### config.mk
export PLATFORM = sky130hd
export DESIGN_NAME = wb_bus_if_flat
export DESIGN_NICKNAME = d
export VERILOG_FILES = /design/src/rtl/wb_bus_if_if.sv /design/src/rtl/wb_bus_if.sv /design/src/flat_wrapper.sv
export SDC_FILE = /design/constraint.sdc
export NUM_CORES = 1
export LEC_CHECK = 0
export CAP_MARGIN = 20
export CORE_UTILIZATION = 40
export CTS_CLUSTER_DIAMETER = 40
export DETAILED_ROUTE_END_ITERATION = 10
export GPL_TIMING_DRIVEN = 0
export PLACE_DENSITY_LB_ADDON = 0.2
export SLEW_MARGIN = 0
export SYNTH_ARGS = -nofsm -noshare
export SYNTH_HDL_FRONTEND = slang
export SYNTH_SLANG_ARGS = --single-unit
### constraint.sdc
create_clock -name clk -period 1.8 [get_ports clk]
set_input_delay 0.36 -clock clk [delete_from_list [all_inputs] [get_ports clk]]
set_output_delay 0.36 -clock clk [all_outputs]
set_load 0.05 [all_outputs]
### src/rtl/wb_bus_if_if.sv
// Signal bundle between one CPU memory port, the pipeline controller and a Wishbone B3 classic slave.
// The master modport is the bridge's view; slave is the view of everything around it.
interface wb_bus_if_if;
    logic [5:0]  stall_i;
    logic        flush_i;
    logic        cpu_ce_i;
    logic [31:0] cpu_addr_i;
    logic [31:0] cpu_data_i;
    logic        cpu_we_i;
    logic [3:0]  cpu_sel_i;
    logic [31:0] cpu_data_o;
    logic        stallreq;
    logic [31:0] wb_adr_o;
    logic [31:0] wb_dat_o;
    logic        wb_we_o;
    logic [3:0]  wb_sel_o;
    logic        wb_stb_o;
    logic        wb_cyc_o;
    logic [31:0] wb_dat_i;
    logic        wb_ack_i;
    logic        bus_err_o;

    modport master (
        input  stall_i, flush_i, cpu_ce_i, cpu_addr_i, cpu_data_i, cpu_we_i, cpu_sel_i,
        input  wb_dat_i, wb_ack_i,
        output cpu_data_o, stallreq,
        output wb_adr_o, wb_dat_o, wb_we_o, wb_sel_o, wb_stb_o, wb_cyc_o, bus_err_o
    );

    modport slave (
        output stall_i, flush_i, cpu_ce_i, cpu_addr_i, cpu_data_i, cpu_we_i, cpu_sel_i,
        output wb_dat_i, wb_ack_i,
        input  cpu_data_o, stallreq,
        input  wb_adr_o, wb_dat_o, wb_we_o, wb_sel_o, wb_stb_o, wb_cyc_o, bus_err_o
    );
endinterface

### src/rtl/wb_bus_if.sv
// Single-cycle CPU memory port to Wishbone B3 classic master bridge, one instance per core port.
// Optional BUSY watchdog enabled by defining WB_TIMEOUT_EN.
//
//   state          | meaning
//   IDLE           | no cycle on the bus; a new CPU request is accepted here
//   BUSY           | stb/cyc asserted, waiting for ack (pipeline held via stallreq)
//   WAIT_FOR_STALL | ack seen but stage still frozen; rd_buf replayed to the CPU
module wb_bus_if #(
    parameter int unsigned STALL_BIT      = 1,
    parameter int unsigned TIMEOUT_CYCLES = 255
) (
    input  logic          clk,
    input  logic          rst,
    wb_bus_if_if.master   bus
);
    typedef enum logic [1:0] {IDLE, BUSY, WAIT_FOR_STALL} state_t;

    state_t      r_state;
    state_t      w_state_nxt;
    logic [31:0] r_adr;
    logic [31:0] r_dat;
    logic        r_we;
    logic [3:0]  r_sel;
    logic        r_stb;
    logic [31:0] r_rd_buf;

    logic        w_stall_me;
    logic        w_start;
    logic        w_abort;
    logic        w_ack;
    logic        w_timeout;
    logic        w_unused_stall;

    assign w_stall_me     = bus.stall_i[STALL_BIT];
    assign w_unused_stall = ^bus.stall_i;

    assign w_start = (r_state == IDLE) && bus.cpu_ce_i && !bus.flush_i;
    assign w_abort = (r_state == BUSY) && bus.flush_i;
    assign w_ack   = (r_state == BUSY) && !bus.flush_i && bus.wb_ack_i;

`ifdef WB_TIMEOUT_EN
    localparam int unsigned WDOG_W = (TIMEOUT_CYCLES > 255) ? $clog2(TIMEOUT_CYCLES + 1) : 8;

    logic [WDOG_W-1:0] r_wdog;
    logic              r_bus_err;

    // Ack in the same cycle wins, so the timeout only fires when ack is absent.
    assign w_timeout = (r_state == BUSY) && !bus.flush_i && !bus.wb_ack_i &&
                       (r_wdog == WDOG_W'(TIMEOUT_CYCLES - 1));

    always_ff @(posedge clk or negedge rst) begin
        if (!rst) begin
            r_wdog    <= '0;
            r_bus_err <= 1'b0;
        end else begin
            r_bus_err <= w_timeout;
            if (w_start)
                r_wdog <= '0;
            else if (r_state == BUSY)
                r_wdog <= r_wdog + 1'b1;
        end
    end

    assign bus.bus_err_o = r_bus_err;
`else
    logic w_unused_cfg;

    assign w_timeout     = 1'b0;
    assign w_unused_cfg  = TIMEOUT_CYCLES[0];
    assign bus.bus_err_o = 1'b0;
`endif

    always_ff @(posedge clk or negedge rst) begin
        if (!rst)
            r_state <= IDLE;
        else
            r_state <= w_state_nxt;
    end

    always_comb begin
        w_state_nxt    = r_state;
        bus.stallreq   = 1'b0;
        bus.cpu_data_o = '0;
        case (r_state)
            IDLE: begin
                bus.stallreq = bus.cpu_ce_i && !bus.flush_i;
                if (w_start)
                    w_state_nxt = BUSY;
            end
            BUSY: begin
                if (w_abort || w_timeout) begin
                    w_state_nxt = IDLE;
                end else if (w_ack) begin
                    bus.cpu_data_o = r_we ? 32'h0 : bus.wb_dat_i;
                    w_state_nxt    = w_stall_me ? WAIT_FOR_STALL : IDLE;
                end else begin
                    bus.stallreq = 1'b1;
                end
            end
            WAIT_FOR_STALL: begin
                bus.cpu_data_o = r_rd_buf;
                if (!w_stall_me || bus.flush_i)
                    w_state_nxt = IDLE;
            end
            default: w_state_nxt = IDLE;
        endcase
    end

    always_ff @(posedge clk or negedge rst) begin
        if (!rst) begin
            r_adr    <= '0;
            r_dat    <= '0;
            r_we     <= 1'b0;
            r_sel    <= '0;
            r_stb    <= 1'b0;
            r_rd_buf <= '0;
        end else if (w_start) begin
            r_adr    <= bus.cpu_addr_i;
            r_dat    <= bus.cpu_data_i;
            r_we     <= bus.cpu_we_i;
            r_sel    <= bus.cpu_sel_i;
            r_stb    <= 1'b1;
            r_rd_buf <= '0;
        end else if (w_ack || w_abort || w_timeout) begin
            r_adr <= '0;
            r_dat <= '0;
            r_we  <= 1'b0;
            r_sel <= '0;
            r_stb <= 1'b0;
            if (w_ack && !r_we)
                r_rd_buf <= bus.wb_dat_i;
        end
    end

    assign bus.wb_adr_o = r_adr;
    assign bus.wb_dat_o = r_dat;
    assign bus.wb_we_o  = r_we;
    assign bus.wb_sel_o = r_sel;
    assign bus.wb_stb_o = r_stb;
    assign bus.wb_cyc_o = r_stb;
endmodule
### src/flat_wrapper.sv
// flat-port wrapper written by rule: the top's interface ports become plain ports
module wb_bus_if_flat 
#(
    parameter int unsigned STALL_BIT      = 1,
    parameter int unsigned TIMEOUT_CYCLES = 255
)
  (clk, rst, bus_stall_i, bus_flush_i, bus_cpu_ce_i, bus_cpu_addr_i, bus_cpu_data_i, bus_cpu_we_i, bus_cpu_sel_i, bus_wb_dat_i, bus_wb_ack_i, bus_cpu_data_o, bus_stallreq, bus_wb_adr_o, bus_wb_dat_o, bus_wb_we_o, bus_wb_sel_o, bus_wb_stb_o, bus_wb_cyc_o, bus_bus_err_o);
  wb_bus_if_if bus_i ();
  input  logic clk;
  input  logic rst;
  input wire logic [$bits(bus_i.stall_i)-1:0] bus_stall_i;
  input wire logic [$bits(bus_i.flush_i)-1:0] bus_flush_i;
  input wire logic [$bits(bus_i.cpu_ce_i)-1:0] bus_cpu_ce_i;
  input wire logic [$bits(bus_i.cpu_addr_i)-1:0] bus_cpu_addr_i;
  input wire logic [$bits(bus_i.cpu_data_i)-1:0] bus_cpu_data_i;
  input wire logic [$bits(bus_i.cpu_we_i)-1:0] bus_cpu_we_i;
  input wire logic [$bits(bus_i.cpu_sel_i)-1:0] bus_cpu_sel_i;
  input wire logic [$bits(bus_i.wb_dat_i)-1:0] bus_wb_dat_i;
  input wire logic [$bits(bus_i.wb_ack_i)-1:0] bus_wb_ack_i;
  output wire logic [$bits(bus_i.cpu_data_o)-1:0] bus_cpu_data_o;
  output wire logic [$bits(bus_i.stallreq)-1:0] bus_stallreq;
  output wire logic [$bits(bus_i.wb_adr_o)-1:0] bus_wb_adr_o;
  output wire logic [$bits(bus_i.wb_dat_o)-1:0] bus_wb_dat_o;
  output wire logic [$bits(bus_i.wb_we_o)-1:0] bus_wb_we_o;
  output wire logic [$bits(bus_i.wb_sel_o)-1:0] bus_wb_sel_o;
  output wire logic [$bits(bus_i.wb_stb_o)-1:0] bus_wb_stb_o;
  output wire logic [$bits(bus_i.wb_cyc_o)-1:0] bus_wb_cyc_o;
  output wire logic [$bits(bus_i.bus_err_o)-1:0] bus_bus_err_o;
  assign bus_i.stall_i = bus_stall_i;
  assign bus_i.flush_i = bus_flush_i;
  assign bus_i.cpu_ce_i = bus_cpu_ce_i;
  assign bus_i.cpu_addr_i = bus_cpu_addr_i;
  assign bus_i.cpu_data_i = bus_cpu_data_i;
  assign bus_i.cpu_we_i = bus_cpu_we_i;
  assign bus_i.cpu_sel_i = bus_cpu_sel_i;
  assign bus_i.wb_dat_i = bus_wb_dat_i;
  assign bus_i.wb_ack_i = bus_wb_ack_i;
  assign bus_cpu_data_o = bus_i.cpu_data_o;
  assign bus_stallreq = bus_i.stallreq;
  assign bus_wb_adr_o = bus_i.wb_adr_o;
  assign bus_wb_dat_o = bus_i.wb_dat_o;
  assign bus_wb_we_o = bus_i.wb_we_o;
  assign bus_wb_sel_o = bus_i.wb_sel_o;
  assign bus_wb_stb_o = bus_i.wb_stb_o;
  assign bus_wb_cyc_o = bus_i.wb_cyc_o;
  assign bus_bus_err_o = bus_i.bus_err_o;
  wb_bus_if #(.STALL_BIT(STALL_BIT), .TIMEOUT_CYCLES(TIMEOUT_CYCLES)) u_core (.clk(clk), .rst(rst), .bus(bus_i));
endmodule
==> qor.csv, run 1 <==
metric;value;unit
Sequential Power Share;31.8;%
Setup CP Type;reg2out;
CTS Hold Bufs;0;
vias in the first global route;4216;
final core utilization;74.22;%
Psw;5541;uW
# fillers;769;
Final Instance Count excl. Fillers;776;
Max stage delay cell, worst path;dfrtp_1;
Final min period;2.323;ns
top cell type's share of synthesized area;59.28;%
initial antenna violation count;1;
Synth Area per Inst;11.09;sq um
CP delay by family, top;buffers and inverters;
final setup fails;59;
max_cap viols;0;
Area Overhead vs Synth;76.86;%
detailed-route via count;3986;
wire length per cell;17.49;um
first-pass GRT wire length;20980;um
CP Capture Type;primary output;
antenna-violating nets left;0;
synth top area cells;dfrtp_1 (59%), a22o_1 (14%), nand2_1 (8.4%);
Max VDD drop;0.9106;mV
io pins;217;
Fin Hold WS;0.002800;ns
Internal;6271;uW
die span in y;106.8;um
worst path cell trace;buf_6, ha_4, and4bb_2, buf_12, clkbuf_16, nand2_2, a21boi_4, buf_6;
part of the power in combinational logic;56.4;%
Slew HR;58.34;%
DRC viols;0;
CORE AREA;10460;sq um
Detailed Place HPWL;9651;um
Synth Cell Area;4390;sq um
failing checks;negative setup slack;
Clk pwr share;11.8;%
layout cells sized above 1;27.39;%
sequential share of the synthesized area;59.28;%
CTS Buffer Depth;2;
number of synthesized flops with an enable pin;0;
row count;37;
Synth Flop Type;dfrtp_1;
Distinct cells, synth;24;
outcome;complete, but fails checks;
Critical path origin;u_core.r_state[0]$_DFFE_PN0P_;
asr flop ratio synth;100.0;%
grt ovf;0;
Worst-Margin Slew;0.6248;ns
First DRT Iteration DRCs;171;
Mapped Cells;396;
clock sink count;104;
post-synth top area cell;dfrtp_1;
RSZ-0062 raised after global routing;true;
CP arrival;1.96;ns
Reg2Reg Launch Point;u_core.r_state[0]$_DFFE_PN0P_;
GP Congestion;0.7804;
final setup margin;-0.5226;ns
fmax;430.6;MHz
DIE AREA;11400;sq um
PwrDens;1521;nW/um^2
First-pass DRT Iterations;6;
Final Net Count;749;
IO Port Bufs;210;
sw frac;46.91;%
Hold Vio Cnt, Final;0;
Root Driver;clkbuf_8;
syn_nets;511;
CTS buffer count;9;
clk_skew;0.01404;ns
Max Slew Vio Count;0;
WL final;13580;um
crit start category;flop;
Pleak;0.003768;uW
Vias/cell;5.137;
Yosys warning total;0;
CTS tree;done;
GRT Util Overall;23.67;%
HP Class;in2async;
Buf/Inv on CP;4;
Fin Setup TNS;-16.27;ns
Initial Utilization;41.96;%
CP dominant cell by count;buf_6;
worst-path fanout max;7;
Tcrit/Tclk final;129.0;%
critical path's largest stage delay;0.39;ns
pin count of the biggest net entering global routing;60;
Die W;106.8;um
htree depth;3;
Worst EP required;1.44;ns
Clock transition at path regs;0.10;ns
dpl cells;743;
Skew-Pair Late Insertion Delay;0.37;ns
Yosys reg bits;104;
path summary, 6_finish.rpt:
| check | end | slack [ns] | depth (start not counted) |
|---|---|---|---|
| max | bus_cpu_data_o[24] | -0.52 | 8 |
| min | u_core.r_rd_buf[4]$_DFFE_PN0P_ | 0.003 | 1 |
| max reg2reg | u_core.bus.wb_adr_o[1]$_DFFE_PN0P_ | -0.03 | 9 |
| min reg2reg | u_core.bus.wb_dat_o[24]$_DFFE_PN0P_ | 0.51 | 1 |
| max in group asynchronous | u_core.bus.wb_we_o$_DFFE_PN0P_ | 1.09 | 2 |
| min in group clk | u_core.bus.wb_dat_o[24]$_DFFE_PN0P_ | 0.51 | 1 |
cell usage after synthesis (2+ instances only):
library cell / n
a21boi_0: 32
a21oi_1: 34
a22o_1: 69
buf_2: 15
buf_4: 2
buf_6: 7
clkbuf_1: 12
dfrtp_1: 104
ha_1: 3
inv_1: 4
nand2_1: 98
nand2b_1: 3
o21bai_1: 2
cells by family after synthesis:
kind of cell | synth area share (%)
AND/OR/NAND/NOR | 10.34
other | 0.08541
buffers and inverters | 5.215
AO/OA/AOI/OAI | 24.22
flip-flops | 59.28
adder cells (fa/ha/maj) | 0.8550
power groups by stage:
| stage | combinational [uW] | sequential [uW] | clock (uW) |
|---|---|---|---|
| after floorplan | 2250 | 5920 | 0 |
| after global placement | 6520 | 3780 | 0 |
| after detailed placement | 6650 | 3780 | 0 |
| after CTS | 6490 | 3750 | 1430 |
| after global routing | 6980 | 3860 | 1510 |
| final | 6660 | 3760 | 1390 |
state kept, by name, summed over array words and instances (netlist names):
signal and cells:
u_core.bus.wb_sel_o 4, u_core.bus.wb_dat_o 32, u_core.r_state 2, u_core.bus.wb_adr_o 32, u_core.bus.wb_we_o 1, u_core.r_rd_buf 32, u_core.bus.wb_cyc_o 1
metrics by stage:
step	worst slack [ns]	area, sq um	total power [uW]
final	-0.5226	7765	11810
after global routing	-0.5762	7765	12360
after CTS	-0.5375	7561	11670
after detailed placement	-1.168	7119	10440
after global placement	-3.810	7094	10300
after floorplan	-0.1291	4822	8173
routing by layer:
layer  vias up  track usage (%)  part of all wire (%)
li1       1860                -                     -
met1      1955            29.10                    41
met2       159            41.11                    51
met3        12            5.410                   6.9
met4         0            7.632                   1.2
met5         -                0                     0
placed cells by master, fill, tap and decap left out, types with 2 or more instances in the layout:
cell type,Yosys,layout
clkdlybuf4s50_1,0,103
dfrtp_1,104,103
dlygate4sd2_1,0,73
a22o_1,69,69
nand2_1,98,66
buf_6,7,41
a21oi_1,34,34
a21boi_4,0,32
nand2_4,0,22
buf_4,2,20
nand2_2,0,9
clkbuf_8,0,9
buf_2,15,8
buf_8,0,5
buf_12,0,4
inv_1,4,3
clkbuf_4,0,3
nand2b_1,3,3
ha_4,0,3
clkbuf_2,0,2
clkinv_4,0,2
inv_8,0,2
inv_6,0,2
buf_16,0,2
clkbuf_16,0,2
repair_timing:
| action | 4_1_cts | 5_1_grt |
|---|---|---|
| gates resized for setup | 364 | 46 |
| endpoints found under the setup margin | 104 | 118 |
| cloned | 1 | 2 |
| pin swaps | 12 | 14 |
| buffers inserted | 12 | 4 |
area by class of cell:
| class | instances | area, sq um | area share [%] |
|---|---|---|---|
| Clock inverter | 7 | 62.56 | 0.8057 |
| Clock buffer | 9 | 123.9 | 1.595 |
| Antenna cell | 1 | 2.502 | 0.03223 |
| Sequential cell | 104 | 2604 | 33.53 |
| Buffer | 33 | 321.6 | 4.141 |
| Inverter | 4 | 15.01 | 0.1934 |
| Tap cell | 136 | 170.2 | 2.191 |
| Timing Repair Buffer | 230 | 2293 | 29.54 |
| Multi-Input combinational cell | 252 | 2172 | 27.97 |
No activity file was read; power rests on OpenSTA's default activity.
==> run 2: changes to the inputs <==
SLEW_MARGIN = 20   (was 0)
clock period = 2.34 ns   (was 1.8 ns; I/O delays follow)
==> qor.csv, run 2 (synthesis gave the netlist of run 1 again) <==
metric;value;unit;change
Clock transition at path regs;0.10;ns;about the same
worst path cell trace;inv_2, ha_4, and4bb_4, buf_12, buf_12, nand2_4, a21boi_2, buf_6;;
CORE AREA;10460;sq um;unchanged
Hold Vio Cnt, Final;0;;unchanged
critical path's largest stage delay;0.40;ns;about the same
PwrDens;1204;nW/um^2;-21%
First DRT Iteration DRCs;165;;-3.5%
dpl ws;-0.9275;ns;+0.2409 ns
multi-input combinational cell area;1954;sq um;-10%
Final Instance Count excl. Fillers;792;;+2.1%
GP Congestion;0.7655;;-1.9%
HP Class;in2async;;
antenna-violating nets left;0;;unchanged
Worst EP required;1.87;ns;+0.43 ns
commonest non-fill, non-tap cell in the layout;clkdlybuf4s50_1;;
Area Overhead vs Synth;76.09;%;
Die W;106.8;um;unchanged
DIE AREA;11400;sq um;unchanged
CP dominant cell by count;buf_12;;
Sequential Area;2604;sq um;unchanged
wire length per cell;17.41;um;-0.49%
grt ovf;0;;unchanged
worst-path fanout max;5;;-2
GRT Util Overall;23.53;%;-0.13 points
final core utilization;73.89;%;-0.32 points
io pins;217;;unchanged
CTS tree;done;;
outcome;complete, but fails checks;;
IO Port Bufs;210;;unchanged
Final Net Count;766;;+2.3%
crit start category;flop;;
Initial Utilization;41.96;%;unchanged
detailed-route via count;3967;;-0.48%
Root Driver;clkbuf_8;;
Vias/cell;5.009;;-2.5%
Max stage delay cell, worst path;dfrtp_1;;
CP Capture Type;primary output;;
failing checks;negative setup slack;;
row count;37;;unchanged
WL final;13790;um;+1.6%
htree depth;3;;unchanged
Pleak;0.003526;uW;-6.4%
CP arrival;1.93;ns;-0.03 ns
first-pass GRT wire length;20770;um;-0.99%
initial antenna violation count;0;;-1
Slew HR;62.37;%;+4.0 points
RSZ-0062 raised after global routing;true;;
DRC viols;0;;unchanged
clk_skew;0.01289;ns;-0.001147 ns
Max Slew Vio Count;0;;unchanged
Final min period;2.398;ns;
fmax;416.9;MHz;
Detailed Place HPWL;9192;um;-4.8%
clock sink count;104;;unchanged
max_cap viols;0;;unchanged
layout cells sized above 1;28.51;%;+1.1 points
Fin Setup TNS;-0.6105;ns;+15.66 ns
First-pass DRT Iterations;4;;-2
Worst-Margin Slew;0.5627;ns;-0.06212 ns
Setup CP Type;reg2out;;
Tcrit/Tclk final;102.5;%;
CTS Buffer Depth;2;;unchanged
dpl cells;743;;unchanged
Fin Hold WS;0.02086;ns;+0.01806 ns
CTS buffer count;9;;unchanged
vias in the first global route;4095;;-2.9%
Max VDD drop;0.7758;mV;-15%
commonest non-fill, non-tap cells in the layout;clkdlybuf4s50_1 (174), dfrtp_1 (103), a22o_1 (69);;
Skew-Pair Late Insertion Delay;0.36;ns;about the same
pin count of the biggest net entering global routing;59;;-1.7%
die span in y;106.8;um;unchanged
final setup margin;-0.05843;ns;+0.4642 ns
final setup fails;28;;-53%
# diodes;0;;-1
# fillers;737;;-4.2%
[run 2: critical path: cells and delay by family, from the launching register on]
family / cells / cell delay [ns]
adders and majority gates: 1 / 0.13
and+or+nand+nor: 2 / 0.35
buffers and inverters: 4 / 0.52
AOI/OAI and AO/OA: 1 / 0.17
DFF: 1 / 0.40
[run 2: path summary, 6_finish.rpt]
check | from | to | slack [ns] | cells past startpoint
worst max-delay path | u_core.r_state[1]$_DFFE_PN0P_ | bus_cpu_data_o[6] | -0.06 | 8
worst min-delay path | rst | u_core.r_rd_buf[5]$_DFFE_PN0P_ | 0.02 | 1
worst max register to register | u_core.r_state[1]$_DFFE_PN0P_ | u_core.bus.wb_adr_o[4]$_DFFE_PN0P_ | 0.34 | 8
worst min register to register | u_core.bus.wb_adr_o[11]$_DFFE_PN0P_ | u_core.bus.wb_adr_o[11]$_DFFE_PN0P_ | 0.51 | 1
max in group asynchronous | rst | u_core.bus.wb_cyc_o$_DFFE_PN0P_ | 1.69 | 2
min in group clk | u_core.bus.wb_adr_o[11]$_DFFE_PN0P_ | u_core.bus.wb_adr_o[11]$_DFFE_PN0P_ | 0.51 | 1
[run 2: final cells by class]
type	instances	share of cell area, %
Sequential cell	104	33.68
Timing Repair Buffer	248	32.68
Multi-Input combinational cell	252	25.28
Buffer	32	3.221
Tap cell	136	2.201
Clock buffer	10	1.780
Clock inverter	6	0.9710
Inverter	4	0.1942
[run 2: metal layers]
layer | vias up | GRT usage [%] | wire length, um
li1 | 1889 | - | -
met1 | 1906 | 29.27 | 5644
met2 | 161 | 40.83 | 6953
met3 | 11 | 6.322 | 1025
met4 | 0 | 5.382 | 163
met5 | - | 0 | 0
[run 2: per-stage QoR]
stage | area (sq um) | total power, uW
floorplan | 4511 | 6058
global placement | 6783 | 7707
detailed placement | 6812 | 7778
CTS | 7400 | 9210
global route | 7731 | 9731
finish | 7731 | 9309
[run 2: repair_timing]
action / in CTS / in global routing
buffers inserted: 15 / 20
pin swaps: 26 / 52
gates resized for setup: 293 / 50
cloned: 3 / 0
endpoints found under the setup margin: 33 / 33
hold buffers: 0 / 0
[run 2: power by group]
part | switching [uW] | internal, uW | total, uW
sequential | 438 | 2490 | 2930
clock | 649 | 540 | 1190
combinational | 3130 | 2060 | 5190
